==> src/rtl/median_filter_line_ctrl.sv <==
// Median filter line-stack controller: streams pixels into a cascaded
// line FIFO stack, then drains the stack once the frame is complete.
module median_filter_line_ctrl #(
  parameter int SIZE    = 3,
  parameter int DW_FIFO = 9,
  parameter int BUF_LEN = 4096
) (
  input  logic               clk,
  input  logic               rstb,
  input  logic               start,
  input  logic [15:0]        cfg_line_width,
  input  logic [15:0]        cfg_num_lines,
  output logic               busy,
  output logic               done,
  output logic               err,
  input  logic               s_valid,
  input  logic [DW_FIFO-1:0] s_data,
  output logic               s_ready,
  output logic               line_stack_wr_en,
  output logic [DW_FIFO-1:0] line_stack_din,
  output logic               line_stack_glb_rd_en,
  output logic [15:0]        rcvd_line_cntr,
  input  logic               stack_oflow,
  input  logic               stack_uflow,
  output logic               col_valid
);

  localparam int FW_MIN = 16 + $clog2(SIZE + 1);
  localparam int FW     = (FW_MIN < 19) ? 19 : FW_MIN;
  localparam logic [15:0] SZ = 16'(SIZE);

  typedef enum logic [1:0] {
    IDLE,
    STREAM,
    FLUSH,
    DONE
  } state_t;

  state_t          state_q;
  logic [15:0]     width_q;
  logic [15:0]     lines_q;
  logic [15:0]     col_cnt_q;
  logic [15:0]     line_cnt_q;
  logic [15:0]     rcvd_q;
  logic [FW-1:0]   flush_q;
  logic            col_valid_q;
  logic            err_q;

  logic            accept;
  logic            last_col;
  logic            last_line;
  logic            cfg_zero;
  logic            cfg_over;
  logic [15:0]     rcvd_inc;
  logic [FW-1:0]   flush_len;

  assign s_ready   = (state_q == STREAM);
  assign accept    = s_valid && s_ready;
  assign last_col  = (col_cnt_q == width_q - 16'd1);
  assign last_line = (line_cnt_q == lines_q - 16'd1);
  assign cfg_zero  = (cfg_line_width == 16'd0) ||
                     (cfg_num_lines == 16'd0);
  assign cfg_over  = 32'(cfg_line_width) > 32'(BUF_LEN);
  assign rcvd_inc  = (rcvd_q == SZ) ? SZ : rcvd_q + 16'd1;
  // Drain length uses the post-increment line count of the final line.
  assign flush_len = FW'(width_q) * FW'(rcvd_inc);

  assign busy                 = (state_q != IDLE);
  assign done                 = (state_q == DONE);
  assign err                  = err_q;
  assign col_valid            = col_valid_q;
  assign rcvd_line_cntr       = rcvd_q;
  assign line_stack_wr_en     = accept;
  assign line_stack_din       = accept ? s_data : '0;
  assign line_stack_glb_rd_en = (accept && (rcvd_q != 16'd0)) ||
                                (state_q == FLUSH);

  always_ff @(posedge clk or negedge rstb) begin
    if (!rstb) begin
      state_q     <= IDLE;
      width_q     <= '0;
      lines_q     <= '0;
      col_cnt_q   <= '0;
      line_cnt_q  <= '0;
      rcvd_q      <= '0;
      flush_q     <= '0;
      col_valid_q <= 1'b0;
      err_q       <= 1'b0;
    end else begin
      col_valid_q <= accept && (rcvd_q == SZ);
      unique case (state_q)
        IDLE: begin
          if (start) begin
            width_q    <= cfg_line_width;
            lines_q    <= cfg_num_lines;
            col_cnt_q  <= '0;
            line_cnt_q <= '0;
            err_q      <= !cfg_zero && cfg_over;
            state_q    <= (cfg_zero || cfg_over) ? DONE : STREAM;
          end
        end
        STREAM: begin
          if (accept) begin
            if (last_col) begin
              col_cnt_q <= '0;
              rcvd_q    <= rcvd_inc;
              if (last_line) begin
                line_cnt_q <= '0;
                flush_q    <= flush_len;
                state_q    <= FLUSH;
              end else begin
                line_cnt_q <= line_cnt_q + 16'd1;
              end
            end else begin
              col_cnt_q <= col_cnt_q + 16'd1;
            end
          end
        end
        FLUSH: begin
          flush_q <= flush_q - FW'(1);
          if (flush_q == FW'(1)) state_q <= DONE;
        end
        DONE: begin
          rcvd_q  <= '0;
          state_q <= IDLE;
        end
        default: state_q <= IDLE;
      endcase
      if (stack_oflow || stack_uflow) err_q <= 1'b1;
    end
  end

endmodule

==> config.mk <==
export PLATFORM = sky130hd
export DESIGN_NAME = median_filter_line_ctrl
export DESIGN_NICKNAME = d
export VERILOG_FILES = /design/src/rtl/median_filter_line_ctrl.sv
export SDC_FILE = /design/constraint.sdc
export NUM_CORES = 1
export LEC_CHECK = 0
export CAP_MARGIN = 30
export CORE_MARGIN = 2
export CORE_UTILIZATION = 61
export CTS_BUF_LIST = sky130_fd_sc_hd__clkbuf_4
export CTS_CLUSTER_SIZE = 28
export DETAILED_ROUTE_END_ITERATION = 12
export DONT_BUFFER_PORTS = 1
export GPL_ROUTABILITY_DRIVEN = 0
export GPL_TIMING_DRIVEN = 0
export PLACE_DENSITY = 0.8
export SLEW_MARGIN = 20
export SYNTH_ARGS = -nofsm -noshare
export SYNTH_HDL_FRONTEND = slang
export SYNTH_SLANG_ARGS = --single-unit
==> constraint.sdc <==
create_clock -name clk -period 6.8 [get_ports clk]
set_clock_uncertainty 0.15 [all_clocks]
set_input_delay 1.36 -clock clk [delete_from_list [all_inputs] [get_ports clk]]
set_output_delay 1.36 -clock clk [all_outputs]
set_load 0.05 [all_outputs]
After elaboration in Yosys (flattened, before gate mapping)
Cells that the tools add are included.
{ "word_totals": {"wordCells": 82, "in_bits": 47, "out_inout_bits": 32, "register_bits": 103} }
{ "op_classes": {"mul": 1, "reduce_logical": 26, "addsub": 6, "mux": 27, "order_cmp": 1, "n_eq_ne": 12} }
{ "op_table": {"columns": ["operator", "n"], "rows": [
  ["$mux W16", 9],
  ["$pmux W16 S2", 3],
  ["$mux W19", 3],
  ["$add A16 B1 Y16 const B", 3],
  ["$pmux W19 S2", 1],
  ["$eq A16 B16 Y1", 2],
  ["$logic_not A16 Y1", 2],
  ["$sub A16 B1 Y16 const B", 2],
  ["$eq A19 B1 Y1 const B", 1],
  ["$mul A16 B16 Y19", 1],
  ["$sub A19 B1 Y19 const B", 1],
  ["$eq A16 B2 Y1 const B", 1],
  ["$gt A16 B13 Y1 const B", 1],
  ["$reduce_bool A16 Y1", 1],
  ["$mux W2", 6],
  ["$reduce_bool A2 Y1", 6],
  ["$mux W9", 1],
  ["$ne A2 B1 Y1 const B", 4],
  ["$pmux W2 S4", 1],
  ["$reduce_and A4 Y1", 2],
  ["$reduce_and A3 Y1", 2],
  ["$reduce_and A5 Y1", 1],
  ["$eq A2 B2 Y1 const B", 2],
  ["$logic_and A1 B1 Y1", 4],
  ["7 further kinds", 13]
]} }

Longest topological paths before layout
{ "logic_depth": {"ltp_word": 7, "ltp_mapped": 28, "ltp_nobuf": 27} }

Worst setup path before layout
No wires, ideal clock.
{ "synth_path": {"path_kind": "flip-flop to flip-flop", "from": "register rcvd_q[3], in the netlist rcvd_line_cntr[3]", "to": "register flush_q[18]", "synth_period_minus_slack_ps": 7340, "required_ps": 6546, "stages_incl_launch_ff": 28, "t_arrival_ps": 7086, "path_slack_ps": -540, "n_path_buf": 2, "setup_time_ps": 104, "path_cell_list": "dfrtp_1 clkbuf_1 nor4_1 nand2_1 nor4_1 or3b_2 o21ai_1 clkbuf_1 nand2_1 fa_1 fa_1 fa_1 inv_1 ha_1 fa_1 inv_1 fa_1 inv_1 ha_1 a21o_1 a21o_1 a21o_1 a41o_1 a21oi_1 o21ai_0 a31oi_1 xnor2_1 o311ai_1"} }
{ "synth_via": {"elab_chain_cells": 7, "word_cells_on_any_way": 8, "classes_between": "1 x add/sub; 1 x mul; 1 x eq/ne; 5 x mux"} }
{ "synth_rtl": {"columns": ["element", "line", "text"], "rows": [
  ["from (decl)", "44", "logic [15:0] rcvd_q;"],
  ["from (signal assigned)", "106", "rcvd_q <= rcvd_inc;"],
  ["$add A16 B1 Y16 or $eq A16 B2 Y1 (tied branches)", "64", "assign rcvd_inc = (rcvd_q == SZ) ? SZ : rcvd_q + 16'd1;"],
  ["$mux W16 (*)", "64", null],
  ["$mul A16 B16 Y19 (*)", "66", "assign flush_len = FW'(width_q) * FW'(rcvd_inc);"],
  ["$mux W19 (*)", "107", "if (last_line) begin"],
  ["$mux W19 (*)", "104", "if (last_col) begin"],
  ["$mux W19 (*)", "103", "if (accept) begin"],
  ["$pmux W19 S2 (*)", "91", "unique case (state_q)"],
  ["to (signal assigned)", "109", "flush_q <= flush_len;"],
  ["to (signal assigned)", "120", "flush_q <= flush_q - FW'(1);"],
  ["to (decl)", "45", "logic [FW-1:0] flush_q;"]
]} }
Every way passes the cells marked *; elsewhere a longest branch is shown, timed or not. The select of a mux whose other input is x is not followed.
A chain may end at the register's enable or synchronous reset.

Worst setup path in the final report
{ "layout_path": {"from": "register rcvd_q[1], in the netlist rcvd_line_cntr[1]", "to": "register flush_q[16]"} }
The elaborated chain is that of the path after synthesis.

==> results_dict.tcl <==
set metrics [dict create \
    fin_ws_ns -0.1417 \
    grt_pass1_vias 10437 \
    grt_pass1_wl_mm 52.50 \
    syn_nets 1620 \
    hold_viol_final 0 \
    critPathArrivalTime_ns 7.24 \
    dr.pass1.iters 6 \
    crit_slowest_cell "dfrtp_4" \
    row_count 51 \
    worstSetupEndpointType "register" \
    fin_crit_ns 6.942 \
    die_area_um2 20780 \
    track_usage_pct 32.56 \
    synth_simple_gate_area_share_pct 21.45 \
    slew_headroom_pct 44.17 \
    crit_fanout 10 \
    final_net_count 1671 \
    final_cell_mix "inv_1, nand2_1, fa_1" \
    seq_area_frac_synth_pct 21.51 \
    clockBufferDepth 2 \
    die_w_um 144.1 \
    drive_above_1_share_pct 15.18 \
    core_um2 19400 \
    rsz0062_at_grt "yes" \
    cts_sinks 103 \
    drc 0 \
    rrSetupSlack_ns -0.14 \
    path_buf_inv 6 \
    path_clk_slew_ns 0.22 \
    period_share_pct 102.1 \
    synth.top_cell.area_share_pct 21.51 \
    synth_cell_type_count 70 \
    h-tree-depth 3 \
    netlist.top_cell.by_area "dfrtp_1" \
    synth-compound-area-share_pct 10.88 \
    post_drt_wl_per_cell_um 19.26 \
    cts-root-buf "clkbuf_4" \
    hp-class "in2async" \
    grt_max_degree 104 \
    final_common_cell "inv_1" \
    fin_cells 1708 \
    netlist_area_um2 11980 \
    r2r_cells 26 \
    diodes 0 \
    synthArstFlopShare_pct 100.0 \
    netlist_instances 1387 \
    synth_top_family_by_area "adder cells" \
    antenna_found_initial 0 \
    pin_count 79 \
    fmax_ghz 0.1441 \
    postSynthAreaPerCell_um2 8.638 \
    status "finished with violations" \
    cpMostUsedCell "fa_1" \
    ant_nets 0 \
    overflow 0 \
    violations "setup timing" \
    cp.required_ns 7.10 \
    ys_ff_latch 103 \
    cp_slowest_stage_delay_ns 0.62 \
    cts_tree "done" \
    insertion_delay_ns 0.53 \
    initial_utilization_pct 61.76 \
    numPlacedInstances 1652 \
    rr_startpoint "rcvd_line_cntr[1]" \
    synth.top_cells.by_area "dfrtp_1, fa_1, ha_1" \
    die_h_um 144.1 \
    dpl.hpwl_mm 24.28 \
    critPathKind "reg2reg" \
    critPathLaunchType "register" \
    ys_warn_count 0 \
    synth_xor_area_share_pct 7.561 \
    vias 10389 \
    slew_viol_final 0 \
    syn_to_final_growth_pct 12.65 \
    cts_made_buffers 9 \
    yosys.area_share.adder_pct 26.88 \
    maxCapViolCount 0 \
    tightest_slew_ns 0.8298 \
    setup_viol 3 \
    timing.rr.end "flush_q[16]" \
    ys.flop_type "dfrtp_1" \
    io_buffers 0 \
    synth_edf_count 0 \
    wl_mm 32.89 \
    crit_family "adder cells" \
    drtIter0Drc 797 \
    viasPerCell 6.083 \
    synth_mux_area_share_pct 3.384 \
]
per-layer routing:
metal	global-route usage (%)	share of wire (%)	vias to the layer above	routed length [um]
li1	-	-	4654	-
met1	41.14	39	5137	12760
met2	56.34	50	489	16310
met3	7.152	8.3	109	2744
met4	9.862	3.3	0	1082
met5	0	0	-	0
final cells by class:
type                    count  area, um2
multi-input cells        1024       8969
clock inverters             7      78.83
repair buffers             40      341.6
well taps                 265      331.6
plain buffers              68      376.6
inverters                 192      720.7
clock buffers               9      67.56
fillers                  1504       5903
flip-flops and latches    103       2610
cell usage after synthesis, drive strengths merged (31+ instances only):
cell / instances
a21oi: 49
and2: 44
and3: 34
clkbuf: 63
dfrtp: 103
fa: 119
ha: 67
inv: 192
mux2: 33
nand2: 133
nand2b: 31
nor2: 77
nor2b: 49
nor3: 35
o21ai: 79
xnor2: 51
xor2: 37
flip-flops by register name (all words and copies together) (netlist names):
name,count
rcvd_line_cntr,16
line_cnt_q,16
col_cnt_q,16
width_q,16
col_valid,1
err,1
flush_q,19
state_q,2
lines_q,16
cells by family after synthesis:
family                   count (synthesis)
AND/OR/NAND/NOR                        497
multiplexers                            36
AO/OA/AOI/OAI                          210
XOR/XNOR                                94
flip-flops                             103
buffers and inverters                  261
adder cells (fa/ha/maj)                186
worst max-delay path by stage:
stage               cells past startpoint  slack [ns]     endpoint               start
floorplan                              20        0.01  flush_q[18]   rcvd_line_cntr[5]
global placement                       20       -1.01  flush_q[18]   rcvd_line_cntr[5]
detailed placement                     25       -1.12  flush_q[18]   rcvd_line_cntr[5]
CTS                                    24       -0.17  flush_q[18]  rcvd_line_cntr[11]
global route                           26       -0.30  flush_q[18]   rcvd_line_cntr[9]
finish                                 26       -0.14  flush_q[16]   rcvd_line_cntr[1]
stage by stage:
stage                     cell area (um2)  setup WS (ns)  hold WS (ns)  util [%]  TNS [ns]
after global routing                13500        -0.3043        0.2943     69.57    -1.152
after CTS                           13170        -0.1736        0.3073     67.87   -0.4743
after detailed placement            12390         -1.116        0.3376     63.89    -5.932
after floorplan                     12060        0.01137        0.3108         -         0
after global placement              12390         -1.014        0.3305     63.89    -5.025
final                               13500        -0.1417        0.3307     69.57   -0.3827
repair_timing:
action	CTS	global route
setup buffers	31	9
gates cloned	1	0
pin swaps	55	50
hold buffers	0	0
resized for setup	83	55
setup endpoints to repair	8	7
Power is not shown: default switching activity piles up to over one toggle a cycle in this logic, so the estimate is an artifact.
